$ cat config.mk
export PLATFORM = sky130hd
export DESIGN_NAME = if_fetch_unit
export DESIGN_NICKNAME = d
export VERILOG_FILES = /design/src/rtl/if_fetch_pkg.sv /design/src/rtl/fetch_fifo.sv /design/src/rtl/if_fetch_unit.sv
export SDC_FILE = /design/constraint.sdc
export NUM_CORES = 1
export LEC_CHECK = 0
export ABC_CLOCK_PERIOD_IN_PS = 4200
export CELL_PAD_IN_SITES_DETAIL_PLACEMENT = 1
export CELL_PAD_IN_SITES_GLOBAL_PLACEMENT = 1
export CORE_AREA = 2 2 162 164
export DETAILED_ROUTE_END_ITERATION = 7
export DIE_AREA = 0 0 164 166
export GPL_ROUTABILITY_DRIVEN = 0
export PLACE_DENSITY = 0.85
export RECOVER_POWER = 25
export SETUP_SLACK_MARGIN = 0.1
export SLEW_MARGIN = 10
export SYNTH_ARGS = -nofsm -noshare
export SYNTH_HDL_FRONTEND = slang
export SYNTH_SLANG_ARGS = --single-unit
$ cat constraint.sdc
create_clock -name clk -period 4.2 [get_ports clk]
set_clock_uncertainty 0.05 [all_clocks]
set_input_delay 0.84 -clock clk [delete_from_list [all_inputs] [get_ports clk]]
set_output_delay 0.84 -clock clk [all_outputs]
set_load 0.01 [all_outputs]
$ cat src/rtl/if_fetch_pkg.sv
// Shared types and constants for the instruction-fetch front end.
package if_fetch_pkg;

  localparam int                WORD_W   = 32;
  localparam logic [WORD_W-1:0] PC_STEP  = 32'd4;
  localparam logic [WORD_W-1:0] RESET_PC = 32'h0000_0000;

  typedef struct packed {
    logic [WORD_W-1:0] addr;
    logic [WORD_W-1:0] inst;
  } fetch_entry_t;

endpackage

$ cat src/rtl/fetch_fifo.sv
// Prefetch FIFO of {addr, inst} entries; flush outranks push and pop.
module fetch_fifo
  import if_fetch_pkg::*;
#(
  parameter int FIFO_DEPTH = 2
) (
  input  logic                        clk,
  input  logic                        rst_n,
  input  logic                        i_push,
  input  fetch_entry_t                i_push_data,
  input  logic                        i_pop,
  input  logic                        i_flush,
  output fetch_entry_t                o_head,
  output logic [$clog2(FIFO_DEPTH):0] o_count
);

  localparam int AW = $clog2(FIFO_DEPTH);
  localparam int CW = AW + 1;

  fetch_entry_t    r_mem [FIFO_DEPTH];
  logic [AW-1:0]   r_wr_ptr;
  logic [AW-1:0]   r_rd_ptr;
  logic [CW-1:0]   r_count;

  // NOTE: the storage array is deliberately left unreset; r_count alone
  // says which entries are live, so reset only touches the pointers.
  always_ff @(posedge clk) begin
    if (i_push && !i_flush) r_mem[r_wr_ptr] <= i_push_data;
  end

  // NOTE: sequential state uses non-blocking assignments so every register
  // samples pre-edge values regardless of statement order.
  always_ff @(posedge clk or negedge rst_n) begin
    if (!rst_n) begin
      r_wr_ptr <= '0;
      r_rd_ptr <= '0;
      r_count  <= '0;
    end else if (i_flush) begin
      r_wr_ptr <= '0;
      r_rd_ptr <= '0;
      r_count  <= '0;
    end else begin
      if (i_push) r_wr_ptr <= r_wr_ptr + AW'(1);
      if (i_pop)  r_rd_ptr <= r_rd_ptr + AW'(1);
      r_count <= r_count + CW'(i_push) - CW'(i_pop);
    end
  end

  assign o_head  = r_mem[r_rd_ptr];
  assign o_count = r_count;

endmodule

$ cat src/rtl/if_fetch_unit.sv
// Fetch PC, single-outstanding imem request logic, branch discard and
// credit-limited issue feeding the prefetch FIFO.
module if_fetch_unit #(
  parameter logic [31:0] RESET_PC   = if_fetch_pkg::RESET_PC,
  parameter int          FIFO_DEPTH = 2
) (
  input  logic        clk,
  input  logic        rst,
  input  logic        freeze,
  input  logic        branch_taken,
  input  logic [31:0] branch_addr,
  output logic        imem_req,
  output logic [31:0] imem_addr,
  input  logic        imem_ack,
  input  logic [31:0] imem_rdata,
  output logic        valid,
  output logic [31:0] inst,
  output logic [31:0] pc
);

  import if_fetch_pkg::*;

  localparam int             CW      = $clog2(FIFO_DEPTH) + 1;
  localparam logic [CW-1:0]  DEPTH_C = CW'(FIFO_DEPTH);

  logic              r_req;
  logic [WORD_W-1:0] r_addr;
  logic [WORD_W-1:0] r_fetch_pc;
  logic              r_discard;

  logic              w_xfer;
  logic              w_push;
  logic              w_pop;
  logic              w_issue;
  logic [CW-1:0]     w_count;
  logic [CW-1:0]     w_count_next;
  fetch_entry_t      w_head;
  fetch_entry_t      w_push_data;

  assign w_xfer       = r_req && imem_ack;
  assign w_push       = w_xfer && !r_discard && !branch_taken;
  assign w_pop        = valid && !freeze && !branch_taken;
  assign w_count_next = w_count + CW'(w_push) - CW'(w_pop);
  // Credit check: only issue if the word it returns is guaranteed a slot.
  assign w_issue      = (!r_req || w_xfer) && (w_count_next < DEPTH_C);
  assign w_push_data  = '{addr: r_addr, inst: imem_rdata};

  fetch_fifo #(
    .FIFO_DEPTH (FIFO_DEPTH)
  ) u_fifo (
    .clk         (clk),
    .rst_n       (rst),
    .i_push      (w_push),
    .i_push_data (w_push_data),
    .i_pop       (w_pop),
    .i_flush     (branch_taken),
    .o_head      (w_head),
    .o_count     (w_count)
  );

  always_ff @(posedge clk or negedge rst) begin
    if (!rst) begin
      r_req      <= 1'b0;
      r_addr     <= '0;
      r_fetch_pc <= RESET_PC;
      r_discard  <= 1'b0;
    end else if (branch_taken) begin
      if (r_req && !w_xfer) begin
        // Request still in flight: let it finish, then drop its data.
        r_discard  <= 1'b1;
        r_fetch_pc <= branch_addr;
      end else begin
        r_req      <= 1'b1;
        r_addr     <= branch_addr;
        r_fetch_pc <= branch_addr + PC_STEP;
        r_discard  <= 1'b0;
      end
    end else begin
      if (w_xfer) r_discard <= 1'b0;
      if (w_issue) begin
        r_req      <= 1'b1;
        r_addr     <= r_fetch_pc;
        r_fetch_pc <= r_fetch_pc + PC_STEP;
      end else if (w_xfer) begin
        r_req <= 1'b0;
      end
    end
  end

  assign imem_req  = r_req;
  assign imem_addr = r_addr;
  assign valid     = (w_count != '0);
  assign inst      = valid ? w_head.inst : '0;
  assign pc        = valid ? (w_head.addr + PC_STEP) : '0;

endmodule

==> After elaboration in Yosys (flattened, before gate mapping) <==
Memories as Yosys holds them, arrays and structs flattened.
Cells that the tools add are included.
Widths: inputs -> output; s select.
{ "word_totals": {"regBits": 70, "latch_bits": 0, "mem_bits_rw": 128, "rom_bits": 0, "input_bits": 69, "output_inout_bits": 98, "wordCells": 60, "mem_count": 1} }
{ "op_classes": {"n_addsub": 7, "mul": 0, "div": 0, "magnitude_cmp": 1, "eq_ne": 1, "shifts": 0, "n_mux": 21, "bitwise_logic": 0, "reduce_logical": 22} }
{ "memory_table": {"columns": ["name", "words", "width", "rd", "rd_ports_with_merged_regs", "write_ports", "line", "rtl"], "rows": [
  ["u_fifo.r_mem", 2, 64, 1, 0, 1, "fetch_fifo.sv:20", "fetch_entry_t r_mem [FIFO_DEPTH];"]
]} }
{ "op_table": {"columns": ["cell", "n"], "rows": [
  ["$mux 32", 8],
  ["$add 32x3->32 const B", 3],
  ["$mux 1", 12],
  ["$reduce_bool 2->1", 5],
  ["$logic_and 1x1->1", 8],
  ["$logic_not 1->1", 5],
  ["$reduce_and 2->1", 2],
  ["$reduce_bool 3->1", 1],
  ["$add 1x1->1 const B", 2],
  ["$add 2x1->2", 1],
  ["$lt 2x2->1 const B", 1],
  ["$mux 2", 1],
  ["$ne 2x2->1 const B", 1],
  ["$sub 2x1->2", 1],
  ["$logic_or 1x1->1", 1]
]} }

==> Logic depth before layout (Yosys ltp) <==
Gate-level depths: netlist (run 1).
{ "depth": {"word_depth": 9, "mapped_depth": 14, "ltp_nobuf": 10} }

==> Modules after synthesis <==
From an unflattened synthesis (run 1), not the netlist that was laid out.
{ "unflattened": {"cells_unflattened": 768, "hier_area_um2": 9788.1} }
{ "modules_own_cells": {"columns": ["mod", "instances", "cells_each", "area_per_inst_um2", "seq_area_each_um2"], "rows": [
  ["fetch_fifo", 1, 216, 5031.1, 3943.8],
  ["if_fetch_unit", 1, 552, 4757.1, 1651.6]
]} }

==> Worst setup path before layout (run 1) <==
No wires, ideal clock.
{ "synth_path": {"kind": "input port to flip-flop", "startpoint": "in branch_taken", "endpoint": "mem u_fifo.r_mem[0][0] in the netlist's numbering, enable pin", "setup_time_ns": 0.486, "arrival_time_ns": 4.274, "required_ns": 3.664, "path_slack_ns": -0.611, "cell_stages": 4, "n_path_buf": 2, "cell_sequence": "clkbuf_1 > clkbuf_1 > or3_1 > nor2_1"} }
{ "synth_between": {"elab_chain_len": 5} }
{ "synth_rtl": {"columns": ["item", "line", "rtl"], "rows": [
  ["start: declaration", "if_fetch_unit.sv:10", "input logic branch_taken,"],
  ["$logic_not 1->1 *", "fetch_fifo.sv:28, if_fetch_unit.sv:41", null],
  ["$logic_and 1x1->1", "if_fetch_unit.sv:41", "assign w_push = w_xfer && !r_discard && !branch_taken;"],
  ["$logic_and 1x1->1 *", "fetch_fifo.sv:28", "if (i_push && !i_flush) r_mem[r_wr_ptr] <= i_push_data;"],
  ["$mux 1 *", "fetch_fifo.sv:28", null],
  ["$mux 1 (implied by the code) *", "fetch_fifo.sv:28", null],
  ["end: declaration", "fetch_fifo.sv:20", null]
]} }
Every way passes the cells marked *; elsewhere a longest branch is shown, timed or not.

==> Final worst setup path (run 1) <==
{ "layout_path": {"startpoint": "reg u_fifo.r_rd_ptr", "endpoint": "out pc[25]"} }
{ "layout_between": {"elab_chain_len": 3} }
{ "layout_rtl": {"columns": ["item", "line", "rtl"], "rows": [
  ["start: declaration", "fetch_fifo.sv:22", "logic [AW-1:0] r_rd_ptr;"],
  ["start signal: assignment", "fetch_fifo.sv:44", "if (i_pop) r_rd_ptr <= r_rd_ptr + AW'(1);"],
  ["$mem_v2 2x64", null, null],
  ["$add 32x3->32", "if_fetch_unit.sv:94", "assign pc = valid ? (w_head.addr + PC_STEP) : '0;"],
  ["$mux 32", "if_fetch_unit.sv:94", null],
  ["end: declaration", "if_fetch_unit.sv:18", "output logic [31:0] pc"]
]} }
No other way between the ends.

==> results of run 1 <==
-- sequential cells by signal (all words and copies together), names as in the netlist --
name,flops
u_fifo.r_rd_ptr,1
imem_req,1
u_fifo.o_count,2
r_discard,1
imem_addr,32
u_fifo.r_mem,128
u_fifo.r_wr_ptr,1
r_fetch_pc,32
-- cell usage after synthesis (4+ instances only) --
cell type,n
edfxtp_1,128
mux2i_1,106
dfrtp_1,70
nand2_1,70
nor2_1,64
xnor2_1,56
o21ai_0,38
nand3_1,37
nor3_1,31
clkbuf_1,27
nand4_1,24
nor4_1,21
xor2_1,16
mux2_2,15
a21oi_1,11
inv_1,11
and4_1,10
buf_2,8
and3_1,7
o21a_1,7
buf_1,6
nand3b_1,6
ha_1,5
nand3_2,4
nand4b_1,4
or3_1,4
-- logic make-up after synthesis --
logic type                 count (synthesis)  share of synthesized area, %
and+or+nand+nor                          301                          15.9
DFF                                      198                          57.1
muxes                                    121                          12.5
AOI/OAI and AO/OA                         74                          4.49
xor gates and xnor gates                  73                          6.66
buffers and inverters                     56                          2.69
adders and majority gates                  5                         0.638
-- worst reg2reg max path, delay by kind of cell (launching register included) --
| family | cells | cell delay [ns] |
|---|---|---|
| buffers and inverters | 2 | 0.26 |
| xor gates and xnor gates | 2 | 0.50 |
| muxes | 1 | 0.27 |
| DFF | 1 | 0.43 |
| and+or+nand+nor | 4 | 1.01 |
| adders and majority gates | 2 | 0.46 |
-- cells in the final DEF, fill, tap and decap left out, types with 5 or more instances in the layout --
cell / netlist / layout
a21oi_1: 11 / 11
and3_1: 7 / 6
and4_1: 10 / 10
buf_4: 0 / 24
clkbuf_16: 0 / 17
clkdlybuf4s50_1: 0 / 143
dfrtp_1: 70 / 69
dlygate4sd3_1: 0 / 18
edfxtp_1: 128 / 128
inv_1: 11 / 11
inv_6: 0 / 5
mux2_2: 15 / 15
mux2i_1: 106 / 106
nand2_1: 70 / 70
nand3_1: 37 / 36
nand3_2: 4 / 5
nand3b_1: 6 / 6
nand4_1: 24 / 24
nor2_1: 64 / 61
nor3_1: 31 / 30
nor4_1: 21 / 21
o21a_1: 7 / 7
o21ai_0: 38 / 38
xnor2_1: 56 / 56
xor2_1: 16 / 16
-- through the flow --
stage          worst slack [ns]  power (mW)  TNS, ns  util (%)  instance area (sq um)
2_1_floorplan            -0.611        3.14   -78.17         -                   9810
3_3_place_gp              0.255        3.80        0      46.4                  11900
3_5_place_dp              0.182        3.86        0      46.4                  11900
4_1_cts                   0.103        5.46        0      49.0                  12500
5_1_grt                 -0.0314        5.65  -0.0314      49.1                  12600
6_report                  0.131        5.41        0      49.1                  12600
-- metal layers --
metal	routed length (microns)	up-vias	share of wire, %
met4	391	0	1.4
li1	-	3387	-
met5	0	-	0
met2	13700	191	51
met3	1370	41	5.1
met1	11700	3626	43
-- timing repair --
item	in CTS	in global routing
setup endpoints to repair	20	9
setup buffers	7	3
hold buffers	0	0
gates resized for setup	5	5
pin swaps	1	1
-- area by class of cell --
type                    instances  area (sq um)
fillers                      2676         13000
flip-flops and latches        198          5600
multi-input cells             574          4020
repair buffers                195          1950
clock buffers                  18           429
well taps                     335           419
clock inverters                14           134
inverters                      11          41.3
-- worst max-delay path by stage --
| stage | start | to | slack (ns) | cells past startpoint |
|---|---|---|---|---|
| 2_1_floorplan | branch_taken | u_fifo.r_mem[0][0]$_DFFE_PP_ | -0.61 | 4 |
| 3_3_place_gp | imem_ack | r_fetch_pc[27]$_DFFE_PN0P_ | 0.25 | 12 |
| 3_5_place_dp | imem_ack | r_fetch_pc[27]$_DFFE_PN0P_ | 0.18 | 12 |
| 4_1_cts | u_fifo.r_rd_ptr$_DFFE_PN0P_ | pc[23] | 0.10 | 7 |
| 5_1_grt | u_fifo.r_rd_ptr$_DFFE_PN0P_ | pc[25] | -0.03 | 8 |
| 6_report | u_fifo.r_rd_ptr$_DFFE_PN0P_ | pc[25] | 0.13 | 8 |
-- power by group through the flow --
stage | registers (mW) | logic, mW | clock network (mW)
2_1_floorplan | 2.51 | 0.638 | 0
3_3_place_gp | 2.54 | 1.26 | 0
3_5_place_dp | 2.56 | 1.30 | 0
4_1_cts | 2.50 | 1.35 | 1.61
5_1_grt | 2.53 | 1.44 | 1.68
6_report | 2.50 | 1.34 | 1.57
==> results_dict.tcl, run 1 <==
set metrics [dict create \
    status "finished with violations" \
    violations "max-capacitance violations, max-slew violations" \
    postRouteAntennaNets 0 \
    path_max_fanout 12 \
    cts_tree "yes" \
    finalHoldViolCount 0 \
    vias 7245 \
    rr_worst_depth 11 \
    cts_made_buffers 17 \
    p_seq_share_pct 46.2 \
    clk_path_buf_depth 2 \
    drtIter0Drc 398 \
    io_pins 167 \
    rows 59 \
    crit_required_ns 3.31 \
    gr-usage-met1_pct 24.8 \
    synth_cells 828 \
    max-vdd-ir-drop_uv 269 \
    syn_to_final_growth_pct 28.3 \
    grt_max_degree 65 \
    end_kind "output pin" \
    slew_violations 27 \
    r2r_start "u_fifo.o_count[1]$_DFF_PN0_" \
    synth_seq_cells 198 \
    leakagePower_nw 4.46 \
    hold_ws_ns 0.450 \
    dp.cells 1303 \
    drc 0 \
    internal_power_mw 3.75 \
    switching_power_mw 1.66 \
    core_sq_um 25600 \
    path_class "register to output pin" \
    cts_max_level 4 \
    maxSlewHeadroom_pct -1.71 \
    worst_path_max_delay_cell "clkdlybuf4s50_1" \
    avgRoutedWirePerCell_microns 20.1 \
    antenna_found_initial 0 \
    synth_edf_count 128 \
    top_usage_layer "met2" \
    r2r_end "r_fetch_pc[27]$_DFFE_PN0P_" \
    rsz0062_at_grt "yes" \
    min_period_over_period_pct 96.9 \
    hold_path.class "register to register" \
    synth_async_sr_flop_share_pct 35.4 \
    path_clk_slew_ns 0.08 \
    clockPowerShare_pct 29.1 \
    nNetsFinal 1071 \
    critical_path.top_delay_family "buffers and inverters" \
    die_x_microns 164 \
    period_needed_ns 4.07 \
    synth_fp_nets 902 \
    power_density_nw_per_um2 430 \
    yosys.area.top_type "edfxtp_1" \
    p_comb_share_pct 24.7 \
    grt_overflow 0 \
    synth.distinct_cells 50 \
    met2_usage_pct 34.3 \
    start_util_pct 38.3 \
    cp_slowest_stage_delay_ns 0.57 \
    synth.top_cells.by_area "edfxtp_1, dfrtp_1, mux2i_1" \
    root_buffer "clkbuf_16" \
    synth_ff_type "edfxtp_1" \
    path_cells "buf_12 > nand3b_1 > a222oi_1 > buf_4 > nand4_1 > o21ai_1 > nor3b_2 > clkdlybuf4s50_1" \
    io_buffer_count 166 \
    holdCritStartpoint "r_fetch_pc[1]$_DFFE_PN0P_" \
    final_cells 1345 \
    r2r_setup_slack_ns 1.11 \
    clk-insertion-delay-late_ns 0.45 \
    synth_warnings 0 \
    grt_usage_pct 19.7 \
    path_buf_inv 3 \
    swShare_pct 30.7 \
    tightest_slew_ns 1.53 \
    post_synth_instance_area_sq_um 9810 \
    fp.dieH_microns 166 \
    drive_gt1_share_pct 9.41 \
    grt_pass1_wl_microns 41800 \
    fmax_mhz 246 \
    cts_sinks 198 \
    firstDrtPassIters 5 \
    start_kind "register" \
    avgViaCountPerCell 5.39 \
    avgSynthCellArea_sq_um 11.8 \
    yosysTopAreaCellShare_pct 39.2 \
    grt_pass1_vias 7592 \
    n_antenna_cell 0 \
    totalWireLength_microns 27100 \
    holdPathStages 1 \
    yosysSeqAreaShare_pct 57.1 \
    max_cap_violations 1 \
    dp_hpwl_microns 19200 \
    setup_violations 0 \
    grt_use_met3_pct 4.27 \
    whs_endpoint "r_fetch_pc[1]$_DFFE_PN0P_" \
    die_area_sq_um 27200 \
    cp.arrival_ns 3.18 \
]
No activity file was read; power rests on OpenSTA's default activity.
==> run 2: changes to the inputs <==
--- a/config.mk
+++ b/config.mk
@@ -5,14 +5,16 @@
 export SDC_FILE = /design/constraint.sdc
 export NUM_CORES = 1
 export LEC_CHECK = 0
+export ABC_AREA = 1
 export ABC_CLOCK_PERIOD_IN_PS = 4200
 export CELL_PAD_IN_SITES_DETAIL_PLACEMENT = 1
 export CELL_PAD_IN_SITES_GLOBAL_PLACEMENT = 1
-export CORE_AREA = 2 2 162 164
+export CORE_AREA = 2 2 178 180
+export CTS_CLUSTER_SIZE = 16
 export DETAILED_ROUTE_END_ITERATION = 7
-export DIE_AREA = 0 0 164 166
+export DIE_AREA = 0 0 180 182
 export GPL_ROUTABILITY_DRIVEN = 0
-export PLACE_DENSITY = 0.85
+export PLACE_DENSITY = 0.84
 export RECOVER_POWER = 25
 export SETUP_SLACK_MARGIN = 0.1
 export SLEW_MARGIN = 10
==> run 2 against run 1 <==
The flow now finishes without violations; combinational power rose by 18%; global-route usage increased by 2.3 points; count of clock-buffer cells in the layout is 1 lower; clock power is 8% higher; register-to-register slack improved by 0.30 ns; sequential share of layout area down 3.6 points; worst hold slack worse by 0.010 ns; power up 7.4%; synthesized cell count rose by 70%; core utilization is 4.9 points lower; critical path depth increased by 2; maximum frequency rose by 5.5%; critical endpoint is now pc[24].
==> results_dict.tcl, run 2 <==
set metrics [dict create \
    largest_reg_flops 128 \
    root_buffer "clkbuf_16" \
    syn_to_final_growth_pct 24.6 \
    end_kind "output pin" \
    postRouteAntennaNets 0 \
    synth_fp_nets 1481 \
    slew_violations 0 \
    dp_hpwl_microns 27100 \
    synth_seq_cells 198 \
    cp.arrival_ns 2.97 \
    start_util_pct 35.5 \
    firstDrtPassIters 5 \
    top_register "u_fifo.r_mem" \
    fmax_mhz 259 \
    avgSynthCellArea_sq_um 7.81 \
    io_pins 167 \
    cp_slowest_stage_delay_ns 0.54 \
    start_kind "register" \
    hold_buffers 0 \
    synth_cells 1407 \
    die_x_microns 180 \
    rsz0062_at_grt "no" \
    synth_warnings 0 \
    rows 65 \
    cts_max_level 4 \
    min_period_over_period_pct 91.8 \
    cts_tree "yes" \
    yosysTopAreaCellShare_pct 35.0 \
    drc 0 \
    grt_pass1_wl_microns 57000 \
    post_synth_instance_area_sq_um 11000 \
    path_clk_slew_ns 0.08 \
    grt_overflow 0 \
    synth.most_common_cell "nand2_1" \
    io_buffer_count 166 \
    clk_path_buf_depth 2 \
    drtIter0Drc 616 \
    synth_ff_type "edfxtp_1" \
    die_area_sq_um 32800 \
    yosysSeqAreaShare_pct 50.9 \
    path_common_cell "nand2_1" \
    core_sq_um 31000 \
    finish.utilization_pct 44.2 \
    setup_violations 0 \
    synth_edf_count 128 \
    cts_made_buffers 17 \
    yosys.area.top_type "edfxtp_1" \
    drive_gt1_share_pct 6.48 \
    final_common_cell "nand2_1" \
    maxSlewHeadroom_pct 5.97 \
    n_antenna_cell 0 \
    grt_pass1_vias 10400 \
    final_cell_mix "nand2_1, nor2_1, clkdlybuf4s50_1" \
    hold_path.class "register to register" \
    grt_max_degree 80 \
    avgRoutedWirePerCell_microns 18.2 \
    path_max_fanout 22 \
    clk-insertion-delay-late_ns 0.45 \
    nNetsFinal 1634 \
    leakagePower_nw 5.60 \
    max-vdd-ir-drop_uv 360 \
    crit_required_ns 3.31 \
    finalHoldViolCount 0 \
    power_density_nw_per_um2 424 \
    synth_async_sr_flop_share_pct 35.4 \
    fin_tns_setup_ns 0 \
    period_needed_ns 3.86 \
    worst_path_max_delay_cell "clkdlybuf4s50_1" \
    synth_common_cells "nand2_1, nor2_1, edfxtp_1" \
    totalWireLength_microns 35900 \
    avgViaCountPerCell 5.14 \
    max_cap_violations 0 \
    cts_sinks 198 \
    tightest_slew_ns 1.41 \
    synth.distinct_cells 36 \
    path_cells "clkinv_8 > o21ai_4 > ha_1 > nand2_1 > nor3_1 > nand3_1 > nand2_1 > nand2_1 > nor2_1 > clkdlybuf4s50_1" \
    antenna_found_initial 0 \
    vias 10200 \
    status "finished clean" \
    synth.top_cells.by_area "edfxtp_1, nand2_1, dfrtp_1" \
    grt_usage_pct 22.0 \
    path_class "register to output pin" \
    fp.dieH_microns 182 \
]
## run 2: cell count changes in the layout (fill, tap and decap cells not counted), moves of 18 or more
cell / delta
mux2i_1: -104
nand3_1: +48
o21ai_0: +18
nor2_1: +115
xnor2_1: -48
nor4_1: -20
inv_1: +96
o211ai_1: +20
a21oi_1: +46
nand2_1: +461
nor3_1: -24
## run 2: final timing paths
| path | from | to | slack [ns] | depth (start not counted) |
|---|---|---|---|---|
| hold / removal | r_fetch_pc[0]$_DFFE_PN0P_ | r_fetch_pc[0]$_DFFE_PN0P_ | 0.44 | 2 |
| min in group asynchronous | rst | imem_addr[26]$_DFFE_PN0P_ | 0.66 | 1 |
| setup reg to reg | u_fifo.o_count[1]$_DFF_PN0_ | r_fetch_pc[8]$_DFFE_PN0P_ | 1.41 | 16 |
| max in group asynchronous | rst | u_fifo.r_rd_ptr$_DFFE_PN0P_ | 2.09 | 2 |
| setup / recovery | u_fifo.r_rd_ptr$_DFFE_PN0P_ | pc[24] | 0.34 | 10 |
| hold reg to reg | r_fetch_pc[0]$_DFFE_PN0P_ | r_fetch_pc[0]$_DFFE_PN0P_ | 0.44 | 2 |
## run 2: timing repair
action / in CTS / in global routing
resized for setup: 1 / 6
hold endpoints to repair: 0 / 0
pin swaps: 0 / 0
setup endpoints to repair: 1 / 14
cloned: 0 / 1
buffers inserted: 0 / 1
## run 2: layer usage
metal	vias up	GRT usage [%]	wire, microns	share of wire [%]
met5	-	0	0	0
li1	4883	-	-	-
met4	0	6.73	801	2.2
met3	51	2.75	1340	3.7
met2	259	38.5	17900	50
met1	4958	28.6	15900	44
## run 2: power by group
part           switching (mW)  internal [mW]  leakage [nW]
sequential              0.229           2.31          2.01
combinational           0.955          0.628          3.29
clock                   0.865          0.821         0.300
## run 2: metrics by stage
stage	cells	hold slack [ns]	power (mW)	area (sq um)	setup slack [ns]
after global placement	1941	0.406	4.08	13000	0.597
after global routing	1975	0.460	6.09	13700	0.118
after CTS	1973	0.339	5.85	13700	0.104
after floorplan	1407	0.388	3.35	11000	0.435
final	1975	0.440	5.81	13700	0.343
after detailed placement	1941	0.420	4.15	13000	0.540
## run 2: kinds of logic (layout without fill, tap and decap cells)
kind of cell / Yosys count / after routing / synth area share [%]
flops: 198 / 198 / 50.9
simple gates: 859 / 859 / 31.9
xor+xnor: 26 / 26 / 2.07
buf+inv: 160 / 326 / 6.31
compound gates: 157 / 157 / 8.09
mux: 2 / 2 / 0.182
fa+ha+maj: 5 / 5 / 0.569
## run 2: area by class of cell
class | count | area (sq um)
clock buffers | 17 | 425
flip-flops and latches | 198 | 5600
repair inverters | 1 | 8.76
clock inverters | 15 | 190
fillers | 3763 | 17300
inverters | 113 | 437
repair buffers | 180 | 1800
well taps | 402 | 503
multi-input cells | 1049 | 4740
## run 2: worst max-delay path: cells and delay by family (launching register included)
kind | cells | cell delay [ns]
buf+inv | 2 | 0.70
flops | 1 | 0.47
fa+ha+maj | 1 | 0.26
simple gates | 6 | 0.85
compound gates | 1 | 0.23
==> run 3: changes to the inputs <==
--- a/config.mk
+++ b/config.mk
@@ -14,9 +14,11 @@
 export DETAILED_ROUTE_END_ITERATION = 7
 export DIE_AREA = 0 0 180 182
 export GPL_ROUTABILITY_DRIVEN = 0
+export GPL_TIMING_DRIVEN = 0
 export PLACE_DENSITY = 0.84
 export RECOVER_POWER = 25
 export SETUP_SLACK_MARGIN = 0.1
+export SKIP_LAST_GASP = 1
 export SLEW_MARGIN = 10
 export SYNTH_ARGS = -nofsm -noshare
 export SYNTH_HDL_FRONTEND = slang
==> run 3 against run 2 <==
The run now ends with max-capacitance violations, max-slew violations left; die area is the same; core utilization is 0.83 points higher; largest power group unchanged; maximum frequency down 2.3%; sequential power about the same; via count rose by 3.2%; count of clock-buffer cells in the layout did not move; worst setup slack worse by 0.090 ns; final cell count up 1.9%; combinational power is 6% higher; power is 2.5% higher; sequential share of layout area fell by 0.76 points; register-to-register slack got worse by 0.40 ns.
==> results_dict.tcl, run 3 (same netlist as run 2, synthesis figures left out) <==
set metrics [dict create \
    start_kind "register" \
    totalWireLength_microns 38400 \
    cts_setup_buffers 0 \
    rows 65 \
    cts_made_buffers 17 \
    io_buffer_count 166 \
    antenna_found_initial 0 \
    n_antenna_cell 0 \
    violations "max-capacitance violations, max-slew violations" \
    grt_usage_pct 23.5 \
    path_class "register to output pin" \
    max_cap_violations 1 \
    firstDrtPassIters 5 \
    cp.arrival_ns 3.06 \
    placed_cell_area_sq_um 13300 \
    die_x_microns 180 \
    drtIter0Drc 728 \
    largest_reg_flops 128 \
    hold_buffers 0 \
    finalHoldViolCount 0 \
    fin_tns_setup_ns 0 \
    min_period_over_period_pct 94.0 \
    cp_slowest_stage_delay_ns 0.54 \
    fin_ws_ns 0.253 \
    path_common_cell "nand2_1" \
    path_buf_inv 4 \
    max-vdd-ir-drop_uv 347 \
    top_usage_layer "met2" \
    final_common_cell "nand2_1" \
    top_register "u_fifo.r_mem" \
    grt_use_met3_pct 3.05 \
    r2r_setup_slack_ns 1.01 \
    final_cell_area_sq_um 14000 \
    whs_endpoint "u_fifo.r_mem[0][42]$_DFFE_PP_" \
    period_needed_ns 3.95 \
    tightest_slew_ns 2.32 \
    holdCritStartpoint "imem_addr[10]$_DFFE_PN0P_" \
    cts_max_level 4 \
    clk_path_buf_depth 2 \
    clk-insertion-delay-late_ns 0.46 \
    cts_sinks 198 \
    p_total_mw 5.96 \
    grt_max_degree 51 \
    cts_tree "yes" \
    end_kind "output pin" \
    final_cell_mix "nand2_1, nor2_1, clkdlybuf4s50_1" \
    path_max_fanout 10 \
    slew_violations 51 \
    leakagePower_nw 5.73 \
    postRouteAntennaNets 0 \
    critical_path.top_delay_family "simple AND/OR/NAND/NOR gates" \
    nNetsFinal 1672 \
    finish.utilization_pct 45.0 \
    root_buffer "clkbuf_16" \
    cp_num_cells 13 \
    fp.dieH_microns 182 \
    path_cells "buf_6 > inv_8 > buf_8 > nand2_2 > nand2_2 > ha_4 > nand2_1 > nor3_2 > nand3_1 > nand2_1 > nand2_1 > nor2_1 > clkdlybuf4s50_1" \
    crit_required_ns 3.31 \
    dp.cells 1982 \
    setup_violations 0 \
    io_pins 167 \
    r2r_start "u_fifo.o_count[1]$_DFF_PN0_" \
    die_area_sq_um 32800 \
    hold_path.class "register to register" \
    drc 0 \
    hold_ws_ns 0.451 \
    worst_path_max_delay_cell "clkdlybuf4s50_1" \
    fill_cells 3773 \
    path_clk_slew_ns 0.09 \
    rsz0062_at_grt "yes" \
    rr_worst_depth 17 \
    avgRoutedWirePerCell_microns 19.1 \
    drive_gt1_share_pct 7.20 \
    maxSlewHeadroom_pct -54.7 \
    dp_slack_ns -0.608 \
    fmax_mhz 253 \
    status "finished with violations" \
    r2r_end "imem_addr[12]$_DFFE_PN0P_" \
    grt_pass1_vias 10800 \
    met2_usage_pct 42.1 \
    holdPathStages 0 \
    core_sq_um 31000 \
    power_density_nw_per_um2 427 \
    dp_hpwl_microns 29900 \
    gr-usage-met1_pct 28.3 \
    avgViaCountPerCell 5.20 \
    start_util_pct 35.5 \
    syn_to_final_growth_pct 27.0 \
    grt_overflow 0 \
    grt_pass1_wl_microns 59800 \
    final_cells 2013 \
    vias 10500 \
]
-- run 3: final cells by class --
class | instances | area [sq um] | area share (%)
clock buffers | 17 | 425 | 3.05
well taps | 402 | 503 | 3.60
plain buffers | 46 | 262 | 1.87
repair buffers | 173 | 1770 | 12.7
clock inverters | 15 | 223 | 1.60
multi-input cells | 1049 | 4750 | 34.0
flip-flops and latches | 198 | 5600 | 40.1
inverters | 113 | 432 | 3.09
-- run 3: what timing repair did --
action,CTS,global route
setup endpoints to repair,48,35
cloned,0,0
pin swaps,0,1
gates resized for setup,4,5
-- run 3: worst max-delay path by stage --
stage / startpoint / end / slack (ns)
floorplan: branch_taken / u_fifo.r_mem[0][0]$_DFFE_PP_ / 0.43
global placement: branch_taken / u_fifo.r_mem[0][57]$_DFFE_PP_ / -1.46
detailed placement: branch_taken / imem_addr[12]$_DFFE_PN0P_ / -0.61
CTS: u_fifo.r_rd_ptr$_DFFE_PN0P_ / pc[18] / 0.13
global route: rst / imem_req$_DFFE_PN0P_ / 0.07
finish: u_fifo.r_rd_ptr$_DFFE_PN0P_ / pc[24] / 0.25
-- run 3: report_power, final --
group          total [mW]  internal, mW  switching [mW]
Combinational        1.67         0.660            1.01
Sequential           2.53          2.31           0.215
Clock                1.76         0.842           0.920
-- run 3: per-layer routing --
metal	routed length, microns	vias up
li1	-	4954
met1	15900	5140
met4	1380	0
met3	1750	74
met5	0	-
met2	19400	308
